--- config.mk ---
export PLATFORM = sky130hd
export DESIGN_NAME = operand_fetch
export DESIGN_NICKNAME = d
export VERILOG_FILES = /design/src/rtl/regbank_pkg.sv /design/src/rtl/reg_scoreboard.sv /design/src/rtl/operand_fetch.sv
export SDC_FILE = /design/constraint.sdc
export NUM_CORES = 1
export LEC_CHECK = 0
export ABC_AREA = 1
export CAP_MARGIN = 20
export CORE_AREA = 2 2 94 96
export CTS_CLUSTER_DIAMETER = 60
export DETAILED_ROUTE_END_ITERATION = 6
export DIE_AREA = 0 0 96 98
export DONT_BUFFER_PORTS = 1
export PLACE_DENSITY = 0.84
export SLEW_MARGIN = 20
export SYNTH_ARGS = -nofsm -noshare
export SYNTH_HDL_FRONTEND = slang
export SYNTH_SLANG_ARGS = --single-unit
--- constraint.sdc ---
create_clock -name clk -period 2.2 [get_ports clk]
set_clock_uncertainty 0.05 [all_clocks]
set_input_delay 0.55 -clock clk [delete_from_list [all_inputs] [get_ports clk]]
set_output_delay 0.55 -clock clk [all_outputs]
set_load 0.1 [all_outputs]
--- src/rtl/regbank_pkg.sv ---
// regbank_pkg: shared constants and types for the 16x32 register bank and
// its clients.
//   DATA_W / ADDR_W / NREG : bank geometry
//   reg_addr_t / reg_data_t : address and data types
//   opnd_t                  : captured operand bundle held by operand_fetch
package regbank_pkg;
  localparam int DATA_W = 32;
  localparam int ADDR_W = 4;
  localparam int NREG   = 2 ** ADDR_W;

  typedef logic [ADDR_W-1:0] reg_addr_t;
  typedef logic [DATA_W-1:0] reg_data_t;

  typedef struct packed {
    reg_data_t a;
    reg_data_t b;
    reg_addr_t dest;
    logic      wen;
  } opnd_t;
endpackage

--- src/rtl/reg_scoreboard.sv ---
// reg_scoreboard: one busy bit per register, marking a destination whose
// write is still in flight.
//   clk, reset          : clock, synchronous active-high reset (clears all)
//   set_en / set_idx    : mark a register busy (issue of a writing instr)
//   clr_en / clr_idx    : mark a register free (writeback)
//   rd_a / rd_b / rd_d  : lookup indices
//   busy_a/busy_b/busy_d: busy state of the looked-up registers
// A set and a clear of the same index in one cycle leaves the bit set: the
// clear retires the older write, the set records the newer one.
module reg_scoreboard
  import regbank_pkg::*;
#(
  parameter int AW = ADDR_W,
  parameter int NR = NREG
) (
  input  logic          clk,
  input  logic          reset,
  input  logic          set_en,
  input  logic [AW-1:0] set_idx,
  input  logic          clr_en,
  input  logic [AW-1:0] clr_idx,
  input  logic [AW-1:0] rd_a,
  input  logic [AW-1:0] rd_b,
  input  logic [AW-1:0] rd_d,
  output logic          busy_a,
  output logic          busy_b,
  output logic          busy_d
);

  logic [NR-1:0] busy;

  always_ff @(posedge clk) begin
    if (reset) begin
      busy <= '0;
    end else begin
      for (int i = 0; i < NR; i++) begin
        if (set_en && set_idx == AW'(i))
          busy[i] <= 1'b1;
        else if (clr_en && clr_idx == AW'(i))
          busy[i] <= 1'b0;
      end
    end
  end

  assign busy_a = busy[rd_a];
  assign busy_b = busy[rd_b];
  assign busy_d = busy[rd_d];

endmodule

--- src/rtl/operand_fetch.sv ---
// operand_fetch: read-side client of the register bank.
//   clk, reset                : clock, synchronous active-high reset
//   req_*                     : decoded instruction in (valid/ready)
//   srcadd1/srcadd2, src1/src2: bank read address out, read data in
//   wb_valid/wb_dest/wb_data  : writeback seen by the bank this cycle
//   op_*                      : one-deep operand stage out (valid/ready)
//   stall_cnt                 : hazard stall cycle counter, present only
//                               when OPFETCH_STALL_STATS_EN is defined
// Pending writes are tracked in reg_scoreboard; a request stalls while a
// source or its destination is busy, unless this cycle's writeback
// retires that register, in which case source data is forwarded from wb_data.
module operand_fetch
  import regbank_pkg::*;
#(
  parameter int DATA_W = regbank_pkg::DATA_W,
  parameter int ADDR_W = regbank_pkg::ADDR_W,
  parameter int NREG   = regbank_pkg::NREG
) (
  input  logic              clk,
  input  logic              reset,
  input  logic              req_valid,
  output logic              req_ready,
  input  logic [ADDR_W-1:0] req_srca,
  input  logic [ADDR_W-1:0] req_srcb,
  input  logic [ADDR_W-1:0] req_dest,
  input  logic              req_wen,
  output logic [ADDR_W-1:0] srcadd1,
  output logic [ADDR_W-1:0] srcadd2,
  input  logic [DATA_W-1:0] src1,
  input  logic [DATA_W-1:0] src2,
  input  logic              wb_valid,
  input  logic [ADDR_W-1:0] wb_dest,
  input  logic [DATA_W-1:0] wb_data,
  output logic              op_valid,
  input  logic              op_ready,
  output logic [DATA_W-1:0] op_a,
  output logic [DATA_W-1:0] op_b,
  output logic [ADDR_W-1:0] op_dest,
  output logic              op_wen
`ifdef OPFETCH_STALL_STATS_EN
  ,output logic [15:0]      stall_cnt
`endif
);

  logic busy_a, busy_b, busy_d;
  logic fwd_a, fwd_b, fwd_d;
  logic hazard, accept;

  assign srcadd1 = req_srca;
  assign srcadd2 = req_srcb;

  reg_scoreboard #(.AW(ADDR_W), .NR(NREG)) u_sb (
    .clk     (clk),
    .reset   (reset),
    .set_en  (accept && req_wen),
    .set_idx (req_dest),
    .clr_en  (wb_valid),
    .clr_idx (wb_dest),
    .rd_a    (req_srca),
    .rd_b    (req_srcb),
    .rd_d    (req_dest),
    .busy_a  (busy_a),
    .busy_b  (busy_b),
    .busy_d  (busy_d)
  );

  assign fwd_a = wb_valid && (wb_dest == req_srca);
  assign fwd_b = wb_valid && (wb_dest == req_srcb);
  assign fwd_d = wb_valid && (wb_dest == req_dest);

  // A busy register whose writeback lands this cycle is no longer a hazard:
  // sources take wb_data, and a WAW dest simply re-arms the busy bit.
  assign hazard = (busy_a && !fwd_a) || (busy_b && !fwd_b) ||
                  (req_wen && busy_d && !fwd_d);

  // Deliberately independent of req_valid so upstream may wait on it.
  assign req_ready = (!op_valid || op_ready) && !hazard;
  assign accept    = req_valid && req_ready;

  always_ff @(posedge clk) begin
    if (reset) begin
      op_valid <= 1'b0;
      op_a     <= '0;
      op_b     <= '0;
      op_dest  <= '0;
      op_wen   <= 1'b0;
    end else if (accept) begin
      op_valid <= 1'b1;
      op_a     <= fwd_a ? wb_data : src1;
      op_b     <= fwd_b ? wb_data : src2;
      op_dest  <= req_dest;
      op_wen   <= req_wen;
    end else if (op_ready) begin
      // Drain: data outputs keep their last value.
      op_valid <= 1'b0;
    end
  end

`ifdef OPFETCH_STALL_STATS_EN
  always_ff @(posedge clk) begin
    if (reset)
      stall_cnt <= '0;
    else if (req_valid && hazard && stall_cnt != 16'hFFFF)
      stall_cnt <= stall_cnt + 16'd1;
  end
`endif

endmodule

==> flow_metrics.tcl <==
set metrics [dict create \
    r2r_setup_slack_ns 0.25 \
    dieArea_mm2 0.009408 \
    dr_wl_met2_um 6657 \
    start_kind "flip-flop" \
    hold_viol_final 0 \
    dp_cells 918 \
    syn_to_final_growth_pct 16.17 \
    avgSynthCellArea_um2 6.094 \
    layout.cells.non_filler 935 \
    top_layer "met4" \
    wirelength_um 13830 \
    synth_cells 781 \
    tightest_slew_ns 0.6825 \
    yosysTopAreaCell "dfxtp_1" \
    dpl_cell_area_mm2 0.005314 \
    cts_buffer_depth 2 \
    timing.rr.end "op_b[23]" \
    wl_per_cell_um 14.79 \
    layout_commonest_cell "nand2_1" \
    drtIter0Drc 305 \
    criticalPathCategory "reg2out" \
    grt-ovfl-total 0 \
    outcome "complete, but fails checks" \
    die_h_um 98 \
    remaining_drc_errors 0 \
    cp_common_cell "nand2_1" \
    setup-violations-final 1 \
    worst_slack_ns -0.01468 \
    max_slew_margin_pct 54.15 \
    rsz0062_at_grt "true" \
    power.density_mw_per_mm2 822.4 \
    cts_sinks 86 \
    required_ns 1.60 \
    wl_met3_um 1361 \
    layout-drive-gt1-share_pct 16.44 \
    grt_pass1_vias 4664 \
    synth_seq_area_share_pct 36.17 \
    grtUsageTotal_pct 28.89 \
    drv_slew 0 \
    hp-class "in2reg" \
    pin_count 197 \
    htreeDepth 3 \
    grt_max_degree 65 \
    ys_top_cells_by_area "dfxtp_1 (36%), o21ai_0 (14%), nand2_1 (13%), nor2_1 (13%), inv_1 (5.8%)" \
    antenna_found_initial 0 \
    violations "setup timing" \
    ys_ff_latch 86 \
    hold-path-cell-count 1 \
    synth.top_cell.area_share_pct 36.17 \
    cts_tree "built" \
    finalNetCount 940 \
    portBuffers 0 \
    final_cell_area_mm2 0.005529 \
    finalCritPeriodShare_pct 100.7 \
    dr.pass1.iters 6 \
    endpoint_kind "output pin" \
    max_freq_mhz 451.5 \
    yosysWarnings 0 \
    netlist_area_mm2 0.004760 \
    vias_per_cell 5.540 \
    initial_core_util_pct 56.22 \
    final_cell_mix "nand2_1 (168), nor2_1 (164), o21ai_0 (135)" \
    vias 5180 \
    dp_hpwl_um 10270 \
    n_antenna_cell 0 \
    rr_worst_depth 15 \
    worstPathCellList "inv_2, nor2_1, nor2_1, nand2_1, nand2_1, nand2_1, o21ai_2, nand2_2, nor2_8, buf_12" \
    rows 34 \
    clk_latency_ns 0.35 \
    arrival_ns 1.61 \
    gp_congestion 0.9709 \
    synthDistinctLibCells 26 \
    grt_first_pass_wirelength_um 21860 \
    critPathMaxStageDelay_ns 0.34 \
    core_area_mm2 0.008466 \
    crit_fanout 3 \
    die-width_um 96 \
    syn_nets 899 \
    r2r-start "u_sb.busy[3]" \
    holdPathEnd "u_sb.busy[5]" \
    min_from "reset" \
    irDropWorstVdd_mv 0.3842 \
    drv_cap 0 \
    cts-root-buf "clkbuf_8" \
    cpMaxStageDelayCell "dfxtp_2" \
    clk_pin_slew_ns 0.10 \
    antenna_left 0 \
    leakagePower_nw 2.668 \
    cts_inserted_buffers 9 \
    period_needed_ns 2.215 \
    met1Wirelength_um 5433 \
]
-- synth_stat cells, drive strengths merged --
cell type  number
a21oi          23
buf            31
clkbuf         25
dfxtp          86
inv            75
nand2         173
nand3          36
nand3b          2
nand4          16
nor2          165
nor3            2
o211ai          1
o21ai         139
o22ai           4
o31ai           1
xnor2           2
-- critical path: cells and delay by family (launching register included) --
family | cells | cell delay [ns]
AOI/OAI and AO/OA | 1 | 0.14
buffers and inverters | 2 | 0.27
DFF | 1 | 0.34
and+or+nand+nor | 7 | 0.53
-- kinds of logic (layout without fill, tap and decap cells) --
group	count (synthesis)	count (layout)	share of synthesized area, %
buffers and inverters	131	177	11.83
xor gates and xnor gates	2	2	0.3681
AOI/OAI and AO/OA	168	168	17.95
DFF	86	86	36.17
and+or+nand+nor	394	394	33.67
-- metal layers --
layer	global-route usage, %	up-vias
met1	35.48	2319
met2	48.13	265
li1	-	2558
met4	10.99	0
met3	7.176	38
met5	0	-
-- metrics by stage --
stage	TNS, ns	total power (W)	util [%]	setup slack, ns	hold slack [ns]
after floorplan	-0.02709	0.003287	-	-0.02709	0.3934
after global placement	-0.02972	0.003508	62.77	-0.02972	0.3973
after detailed placement	-0.03286	0.003536	62.77	-0.02530	0.4046
after CTS	-0.01581	0.004577	65.10	-0.01581	0.1759
after global routing	-0.1207	0.004782	65.31	-0.1207	0.1647
final	-0.01468	0.004547	65.31	-0.01468	0.1935
-- power breakdown --
| part | leakage, nW | switching, W | internal [W] | total, W |
|---|---|---|---|---|
| clock network | 0.0854 | 0.000607 | 0.000429 | 0.00104 |
| logic | 1.87 | 0.00139 | 0.000388 | 0.00178 |
| registers | 0.710 | 0.0000469 | 0.00169 | 0.00173 |
| total | 2.67 | 0.00204 | 0.00250 | 0.00455 |
-- cell type report --
class	count	area (um2)
clock buffers	10	127.6
clock inverters	6	52.55
fillers	774	2937
inverters	75	281.5
multi-input cells	564	2499
flip-flops and latches	86	1734
well taps	108	135.1
repair buffers	86	699.4
-- state kept, by name (all words and copies together), names as in the netlist --
| signal | flops |
|---|---|
| u_sb.busy | 16 |
| op_b | 32 |
| op_wen | 1 |
| op_dest | 4 |
| op_valid | 1 |
| op_a | 32 |
-- what timing repair did --
item,in CTS,in global routing
pin swaps,3,3
hold buffers,0,0
setup buffers,1,0
gates resized for setup,19,8
endpoints found under the setup margin,1,2
cloned,0,0
-- worst max-delay path by stage --
stage / from / endpoint
final: u_sb.busy[3] / req_ready
after CTS: u_sb.busy[2] / req_ready
after detailed placement: req_srca[0] / op_b[24]
after global placement: req_srcb[0] / req_ready
after floorplan: req_dest[1] / req_ready
after global routing: u_sb.busy[11] / req_ready
Power figures use the tool's default switching activity.
==> patch, RTL diff (same settings) <==
Set the package constant `ADDR_W` to 5 (it was 4).
--- a/src/rtl/regbank_pkg.sv
+++ b/src/rtl/regbank_pkg.sv
@@ -6,5 +6,5 @@
 package regbank_pkg;
   localparam int DATA_W = 32;
-  localparam int ADDR_W = 4;
+  localparam int ADDR_W = 5;
   localparam int NREG   = 2 ** ADDR_W;
 
Ports: changed (7 resized); port bits go from 197 to 204. The function was not compared with the original's and may differ.
==> patch against the original RTL <==
  * The run still ends with negative setup slack left
  * Sequential share of layout area shrank 2.2 points
  * Hold slack lost 0.022 ns
  * Wire length grew 67%
  * Register-to-register slack lost 0.31 ns
  * Power grew 5.7%
  * Final area grew 30%
  * Fmax shrank 9.3%
  * Sequential power grew 13%
  * Die area is the same
  * First-iteration DRC count grew to 3.4 times the old value
  * Synthesized area grew 30%
  * Core utilization grew 20 points
  * Sequential cell count grew 17
  * Setup slack lost 0.23 ns
  * Largest cell class unchanged
  * Largest power group is now sequential cells
==> patch: results (changes against the original RTL) <==
metal2 WL = 10.7 mm (was 6.66 mm)
DP Area = 6700 sq um (was 5310 sq um)
Final WS setup = -0.241 ns (was -0.0147 ns)
Power Combinational = 0.00145 W (was 0.00178 W)
1st-iter DRT viols = 1041 (was 305)
pin count of the biggest net entering global routing = 104 (was 65)
Leakage = 3.08 nW (was 2.67 nW)
DP Cell Count = 1134 (was 918)
Worst path slowest cell = dfxtp_4 (was dfxtp_2)
All-Layer GR Usage = 45.0% (was 28.9%)
Seq/Total Area, Yosys = 33.4% (was 36.2%)
largest cells by area after synthesis = dfxtp_1 (33%), nand2_1 (18%), nand3_1 (11%), a21oi_1 (9.4%), o21ai_0 (8.6%) (was dfxtp_1 (36%), o21ai_0 (14%), nand2_1 (13%), nor2_1 (13%), inv_1 (5.8%))
Arr. time, crit path = 1.84 ns (was 1.61 ns)
vias in the first global route = 6982 (was 4664)
pre-CTS setup slack = -0.217 ns (was -0.0253 ns)
Layout fillers = 508 (was 774)
slew margin rel. = 57.5% (was 54.2%)
GP Congestion = 1.09 (was 0.971)
RR Startpoint = u_sb.busy[1] (was u_sb.busy[3])
outcome = complete, but fails checks (unchanged)
reg2reg end = u_sb.busy[16] (was op_b[23])
layout cells sized above 1 = 17.0% (was 16.4%)
Worst-Skew Late Latency = 0.38 ns (was 0.35 ns)
Routed WL per cell = 20.0 um (was 14.8 um)
Setup violations, final = 2 (was 1)
R2R cell count = 16 (was 15)
CP Max Fanout = 4 (was 3)
Sw Ratio = 36.9% (was 45.0%)
hold path endpoint = u_sb.busy[30] (was u_sb.busy[5])
register-to-register setup slack = -0.06 ns (was 0.25 ns)
vias post-DR = 7691 (was 5180)
failing checks = negative setup slack (unchanged)
patch: cell count changes after synthesis, sizes merged, moves of 17 or more:
cell,change
a21oi,+93
buf,+17
dfxtp,+17
nand2,+123
nand3,+95
nor2,-127
o21ai,-30
patch: cell type report:
type	instances	area share, %
inverter	71	3.74
multi-input combinational	747	48.3
timing repair buffer	111	13.6
tap	108	1.88
sequential	103	29.2
clock inverter	4	1.08
clock buffer	12	2.16
patch: logic make-up (layout without fill, tap and decap cells):
| kind of cell | after synthesis | in the layout | share of synthesized area [%] |
|---|---|---|---|
| AOI/OAI and AO/OA | 237 | 237 | 19.5 |
| xor gates and xnor gates | 1 | 1 | 0.142 |
| DFF | 103 | 103 | 33.4 |
| buffers and inverters | 157 | 198 | 11.8 |
| and+or+nand+nor | 509 | 509 | 35.2 |
patch: routing by layer:
metal / vias to the layer above / global-route usage (%)
met4: 0 / 28.4
met2: 691 / 71.2
li1: 3407 / -
met5: - / 1.67
met3: 180 / 14.6
met1: 3413 / 51.7
